**src/rtl/input_debouncer.sv**
```systemverilog
`default_nettype none
// ============================================================================
//  Module      : input_debouncer
//  Description : Synchronizes a raw, possibly bouncing 1-bit input into the
//                clk domain and commits a new level only after STABLE_CYCLES
//                consecutive identical samples. Emits one-cycle rise/fall
//                strobes aligned with the first cycle of the new level.
//  Ports       : clk    - single clock, rising edge
//                rst    - synchronous active-high reset
//                in_raw - raw asynchronous input
//                out    - debounced level (registered)
//                rise   - one-cycle strobe on committed 0->1
//                fall   - one-cycle strobe on committed 1->0
//  Revision    : 1.0 - initial release
// ============================================================================
module input_debouncer #(
    parameter int STABLE_CYCLES = 4,
    parameter int CNT_W         = 16
) (
    input  logic clk,
    input  logic rst,
    input  logic in_raw,
    output logic out,
    output logic rise,
    output logic fall
);

    localparam logic [1:0] c_LOW      = 2'd0;
    localparam logic [1:0] c_CHK_HIGH = 2'd1;
    localparam logic [1:0] c_HIGH     = 2'd2;
    localparam logic [1:0] c_CHK_LOW  = 2'd3;

    localparam logic [CNT_W-1:0] c_CNT_LAST = CNT_W'(STABLE_CYCLES - 1);
    localparam logic [CNT_W-1:0] c_CNT_ONE  = CNT_W'(1);
    localparam logic [CNT_W-1:0] c_CNT_ZERO = '0;

    logic             r_sync1;
    logic             r_sync2;
    logic [1:0]       r_state;
    logic [CNT_W-1:0] r_cnt;
    logic             r_out;
    logic             r_rise;
    logic             r_fall;

    logic [1:0]       w_state_nxt;
    logic [CNT_W-1:0] w_cnt_nxt;
    logic             w_out_nxt;
    logic             w_rise_nxt;
    logic             w_fall_nxt;

    // Two-flop synchronizer; only r_sync2 is seen by the FSM.
    always_ff @(posedge clk) begin
        if (rst) begin
            r_sync1 <= 1'b0;
            r_sync2 <= 1'b0;
        end else begin
            r_sync1 <= in_raw;
            r_sync2 <= r_sync1;
        end
    end

    always_ff @(posedge clk) begin
        if (rst) begin
            r_state <= c_LOW;
            r_cnt   <= c_CNT_ZERO;
            r_out   <= 1'b0;
            r_rise  <= 1'b0;
            r_fall  <= 1'b0;
        end else begin
            r_state <= w_state_nxt;
            r_cnt   <= w_cnt_nxt;
            r_out   <= w_out_nxt;
            r_rise  <= w_rise_nxt;
            r_fall  <= w_fall_nxt;
        end
    end

    // cnt holds the number of consecutive opposite samples seen so far in a
    // check state; the sample that would make it STABLE_CYCLES commits instead
    // of incrementing, so the counter never exceeds STABLE_CYCLES-1.
    always_comb begin
        w_state_nxt = r_state;
        w_cnt_nxt   = r_cnt;
        case (r_state)
            c_LOW: begin
                if (r_sync2) begin
                    w_state_nxt = c_CHK_HIGH;
                    w_cnt_nxt   = c_CNT_ONE;
                end else begin
                    w_cnt_nxt   = c_CNT_ZERO;
                end
            end
            c_CHK_HIGH: begin
                if (!r_sync2) begin
                    w_state_nxt = c_LOW;
                    w_cnt_nxt   = c_CNT_ZERO;
                end else if (r_cnt == c_CNT_LAST) begin
                    w_state_nxt = c_HIGH;
                    w_cnt_nxt   = c_CNT_ZERO;
                end else begin
                    w_cnt_nxt   = r_cnt + c_CNT_ONE;
                end
            end
            c_HIGH: begin
                if (!r_sync2) begin
                    w_state_nxt = c_CHK_LOW;
                    w_cnt_nxt   = c_CNT_ONE;
                end else begin
                    w_cnt_nxt   = c_CNT_ZERO;
                end
            end
            c_CHK_LOW: begin
                if (r_sync2) begin
                    w_state_nxt = c_HIGH;
                    w_cnt_nxt   = c_CNT_ZERO;
                end else if (r_cnt == c_CNT_LAST) begin
                    w_state_nxt = c_LOW;
                    w_cnt_nxt   = c_CNT_ZERO;
                end else begin
                    w_cnt_nxt   = r_cnt + c_CNT_ONE;
                end
            end
            default: begin
                w_state_nxt = c_LOW;
                w_cnt_nxt   = c_CNT_ZERO;
            end
        endcase
    end

    // Outputs are registered from the next state so they change on the same
    // edge as the state and never glitch.
    always_comb begin
        w_out_nxt  = (w_state_nxt == c_HIGH) || (w_state_nxt == c_CHK_LOW);
        w_rise_nxt = (r_state == c_CHK_HIGH) && (w_state_nxt == c_HIGH);
        w_fall_nxt = (r_state == c_CHK_LOW)  && (w_state_nxt == c_LOW);
    end

    assign out  = r_out;
    assign rise = r_rise;
    assign fall = r_fall;

endmodule
`default_nettype wire

```
**config.mk**
```make
export PLATFORM = sky130hd
export DESIGN_NAME = input_debouncer
export DESIGN_NICKNAME = d
export VERILOG_FILES = /design/src/rtl/input_debouncer.sv
export SDC_FILE = /design/constraint.sdc
export NUM_CORES = 1
export LEC_CHECK = 0
export CAP_MARGIN = 10
export CORE_MARGIN = 2
export CORE_UTILIZATION = 44
export CTS_BUF_LIST = sky130_fd_sc_hd__clkbuf_4
export DETAILED_ROUTE_END_ITERATION = 16
export HOLD_SLACK_MARGIN = 0.12
export PLACE_DENSITY = 0.73
export SLEW_MARGIN = 20
export SYNTH_ARGS = -nofsm -noshare
export SYNTH_HDL_FRONTEND = slang
export SYNTH_SLANG_ARGS = --single-unit
```
**constraint.sdc**
```tcl
create_clock -name clk -period 2.15 [get_ports clk]
set_input_delay 0.3225 -clock clk [delete_from_list [all_inputs] [get_ports clk]]
set_output_delay 0.3225 -clock clk [all_outputs]
set_load 0.03 [all_outputs]
```
==> After elaboration in Yosys (flattened, before gate mapping) <==
Cells that the tools add are included.
{ "word_totals": {"register_bits": 23, "inputBits": 3} }
{ "op_classes": {"n_addsub": 1, "n_eq_ne": 6, "n_mux": 13, "n_reduce_logical": 5} }
{ "ops": {"columns": ["operator", "count"], "rows": [
  ["$pmux W16 S4", 1],
  ["$mux W16", 3],
  ["$add A16 B1 Y16 const B", 1],
  ["$eq A16 B2 Y1 const B", 1],
  ["$mux W2", 6],
  ["$eq A2 B2 Y1 const B", 4],
  ["$pmux W2 S4", 1],
  ["$logic_not A2 Y1", 2],
  ["$eq A2 B1 Y1 const B", 1],
  ["$logic_and A1 B1 Y1", 2],
  ["$mux W1", 2],
  ["$logic_or A1 B1 Y1", 1]
]} }

==> Logic depth before layout (Yosys ltp) <==
{ "depth": {"depth_word": 6, "mapped_depth": 6, "ltp_nobuf": 5} }

==> Least setup slack after synthesis <==
Ideal clock, no wire load.
{ "synth_timing": {"kind": "register to register", "start": "reg r_cnt[0]", "end": "reg r_cnt[0]", "setup_time_ns": 0.120, "arrival_ns": 1.276, "path_slack_ns": 0.753, "stages_incl_launch_ff": 6, "period_less_slack_ns": 1.397, "cell_sequence": "dfxtp_1 > ha_1 > nor4b_2 > nand4_1 > and2_1 > a21boi_1"} }
{ "synth_between": {"elab_chain_len": 4, "word_cells_on_any_way": 6, "cone_classes": "add/sub: 1; eq/ne: 1; mux: 4"} }
{ "synth_lines": {"columns": ["item", "line", "source"], "rows": [
  ["start: declaration", "40", "logic [CNT_W-1:0] r_cnt;"],
  ["start signal: assignment", "65", "r_cnt <= c_CNT_ZERO;"],
  ["start signal: assignment", "71", "r_cnt <= w_cnt_nxt;"],
  ["$add A16 B1 Y16 / $eq A16 B2 Y1 (equally long branches)", null, null],
  ["$mux W16 *", "97, 116", null],
  ["$mux W16, on equally long branches", "113, 94", null],
  ["$pmux W16 S4 *", "84", "case (r_state)"]
]} }
Every way passes the cells marked *; elsewhere a longest branch is shown, timed or not.
A chain may end at the register's enable or synchronous reset.

==> flow_summary.toml <==
[power_and_ir_drop]
p_seq_frac = 0.671
ir_drop_uv = 309
p_int_mw = 0.484
pwr-share-clk = 0.314
total_leakage_power_nw = 0.297
combPwrFrac = 0.015
power_density_nw_per_um2 = 591
swShare = 0.212
power.net_switching_mw = 0.130

[floorplan]
fp.dieW_um = 50.3
die-area_um2 = 2530
rows = 16
io_pins = 6
initial_core_util = 0.475
die_h_um = 50.3
core_area_um2 = 1980

[place]
detailedPlace.worstSlack_ns = 0.523
dp_hpwl_mm = 1.16
io_buffers = 5
globalplace.congestion = 0.773

[sta]
slew_headroom = 0.714
tightest_slew_ns = 0.425
setup_ws_ns = 0.402
hold-worst-slack_ns = 0.458
maxSlewViolCount = 0
clock.fmax_mhz = 572
fin_setup_tns_ns = 0
hold_violations = 0
rsz0062_at_grt = "no"
layout_worst_path_cycle_share = 0.813
fin_crit_ns = 1.75
setup_viol = 0
finClkSkew_ns = 0.00131

[critical_path]
worstPathArrival_ns = 1.43
start_kind = "flip-flop"
critPathRequiredTime_ns = 1.83
cp-end-kind = "output pin"
cp_slowest_cell = "clkdlybuf4s50_1"
crit_chain = "clkdlybuf4s50_1"
path_buf_inv = 1
max_stage_delay_ns = 0.70
critical_path_class = "flip-flop to output pin"
cp_max_fo = 5
crit_family = "buffers and inverters"

[clock_tree]
cts_tree = "built"
ctsRootBufferMaster = "clkbuf_4"
postCtsSetupBuffers = 0
cts_sinks = 22
clk_pin_slew_ns = 0.12
clockBufferDepth = 2
htreeDepth = 1
cts_buffers = 3
cts-resized-gates = 0
clk_latency_ns = 0.30
cts_hold_buffers = 0

[yosys]
synth.top_cell.area_share = 0.467
synth.largest_area_cell = "dfxtp_1"
syn_area_um2 = 942
syn_nets = 102
ys_seq_elements = 22
synth_warnings = 0
ys_top_cells_by_area = "dfxtp_1, xnor2_1, nor2_1, nor4_1, nor4b_1"
avgSynthCellArea_um2 = 9.61
synth_cell_types = 23
ys_seq_area_frac = 0.467
synthCells = 98

[global_route]
grt_pass1_vias = 686
antenna_found_initial = 0
grt_max_degree = 16
track_usage = 0.147
grt_first_pass_wirelength_mm = 2.94
overflow = 0

[finish]
drive_gt1_frac = 0.114
nFillCells = 181
layout.nets = 110
syn2layout_area_growth_pct = 10.4
post-route-util = 0.525
diodes = 0

[route]
via_per_inst = 5.02
antenna_left = 0
dr.first_iter.drc_count = 9
drt_first_pass_iters = 3
drc = 0
vias = 663
wirelength_mm = 1.61
routedWlPerCell_um = 12.2

[worst_hold_path]
worstHoldPathType = "flip-flop to flip-flop"

[job]
max_cap_viol_count = 0

[outcome]
status = "completed"
[through the flow]
| step | std cells | area, µm² | total power [mW] |
|---|---|---|---|
| 2_1_floorplan | 98 | 942 | 0.425 |
| 3_3_place_gp | 128 | 1010 | 0.430 |
| 3_5_place_dp | 128 | 1010 | 0.430 |
| 4_1_cts | 132 | 1040 | 0.613 |
| 5_1_grt | 132 | 1040 | 0.629 |
| 6_report | 132 | 1040 | 0.614 |
[flip-flops by register name (all words and copies together), names as in the netlist]
register  flops
r_cnt        16
r_state       2
fall          1
r_sync1       1
r_sync2       1
rise          1
[power groups by stage]
stage | Clock [mW] | Combinational (mW) | Sequential (mW)
final | 0.193 | 0.00909 | 0.412
after global routing | 0.206 | 0.00993 | 0.413
after CTS | 0.192 | 0.00905 | 0.412
after detailed placement | 0 | 0.00905 | 0.421
after global placement | 0 | 0.00901 | 0.421
after floorplan | 0 | 0.00414 | 0.421
[logic make-up after synthesis]
family / count (synthesis) / share of synthesized area
multiplexers: 1 / 0.0106
XOR/XNOR: 15 / 0.139
adder cells (fa/ha/maj): 1 / 0.0133
buffers and inverters: 5 / 0.0252
flip-flops: 22 / 0.467
AO/OA/AOI/OAI: 1 / 0.00797
AND/OR/NAND/NOR: 53 / 0.336
[layer usage]
metal | vias up | track usage | part of all wire
met4 | 0 | 0.0278 | 0
met5 | - | 0 | 0
met3 | 0 | 0.0268 | 0.017
li1 | 351 | - | -
met1 | 309 | 0.181 | 0.46
met2 | 3 | 0.268 | 0.52
[synthesized netlist by cell type]
| cell | n |
|---|---|
| nand4_1 | 4 |
| nor2b_1 | 2 |
| mux2i_1 | 1 |
| nor4b_1 | 3 |
| nor2_2 | 4 |
| nand2_1 | 4 |
| nand4_4 | 1 |
| nand3_2 | 2 |
| xnor2_1 | 13 |
| nor3_1 | 4 |
| inv_1 | 3 |
| nor4_1 | 6 |
| dfxtp_1 | 22 |
| nor4_2 | 1 |
| nand3_1 | 4 |
| buf_2 | 1 |
| buf_4 | 1 |
| and2_1 | 1 |
| ha_1 | 1 |
| xor2_1 | 2 |
| nor4b_2 | 1 |
| nor2_1 | 16 |
| a21boi_1 | 1 |
[final cells by class]
type | instances | area, µm² | area share
timing repair buffer | 5 | 50.0 | 0.0481
inverter | 3 | 11.3 | 0.0108
clock buffer | 3 | 22.5 | 0.0217
sequential | 22 | 440 | 0.424
clock inverter | 1 | 3.75 | 0.00361
multi-input combinational | 71 | 478 | 0.460
tap | 27 | 33.8 | 0.0325
[worst paths after layout]
kind | startpoint | to | slack [ns] | cells after the start
max | r_state[1] | out | 0.40 | 1
min | r_sync1 | r_sync2 | 0.46 | 1
max reg2reg | r_cnt[0] | r_cnt[0] | 0.54 | 5
min reg2reg | r_sync1 | r_sync2 | 0.46 | 1
[layout by cell type (no fill, tap or decap), drive strengths merged]
| master | count |
|---|---|
| nor4 | 7 |
| nor4b | 4 |
| a21boi | 1 |
| dfxtp | 22 |
| ha | 1 |
| nor2 | 20 |
| nor2b | 2 |
| nand3 | 6 |
| mux2i | 1 |
| and2 | 1 |
| clkdlybuf4s50 | 5 |
| clkbuf | 3 |
| nand4 | 5 |
| nor3 | 4 |
| inv | 3 |
| xor2 | 2 |
| xnor2 | 13 |
| clkinv | 1 |
| nand2 | 4 |
(Power assumes the default switching activity.)
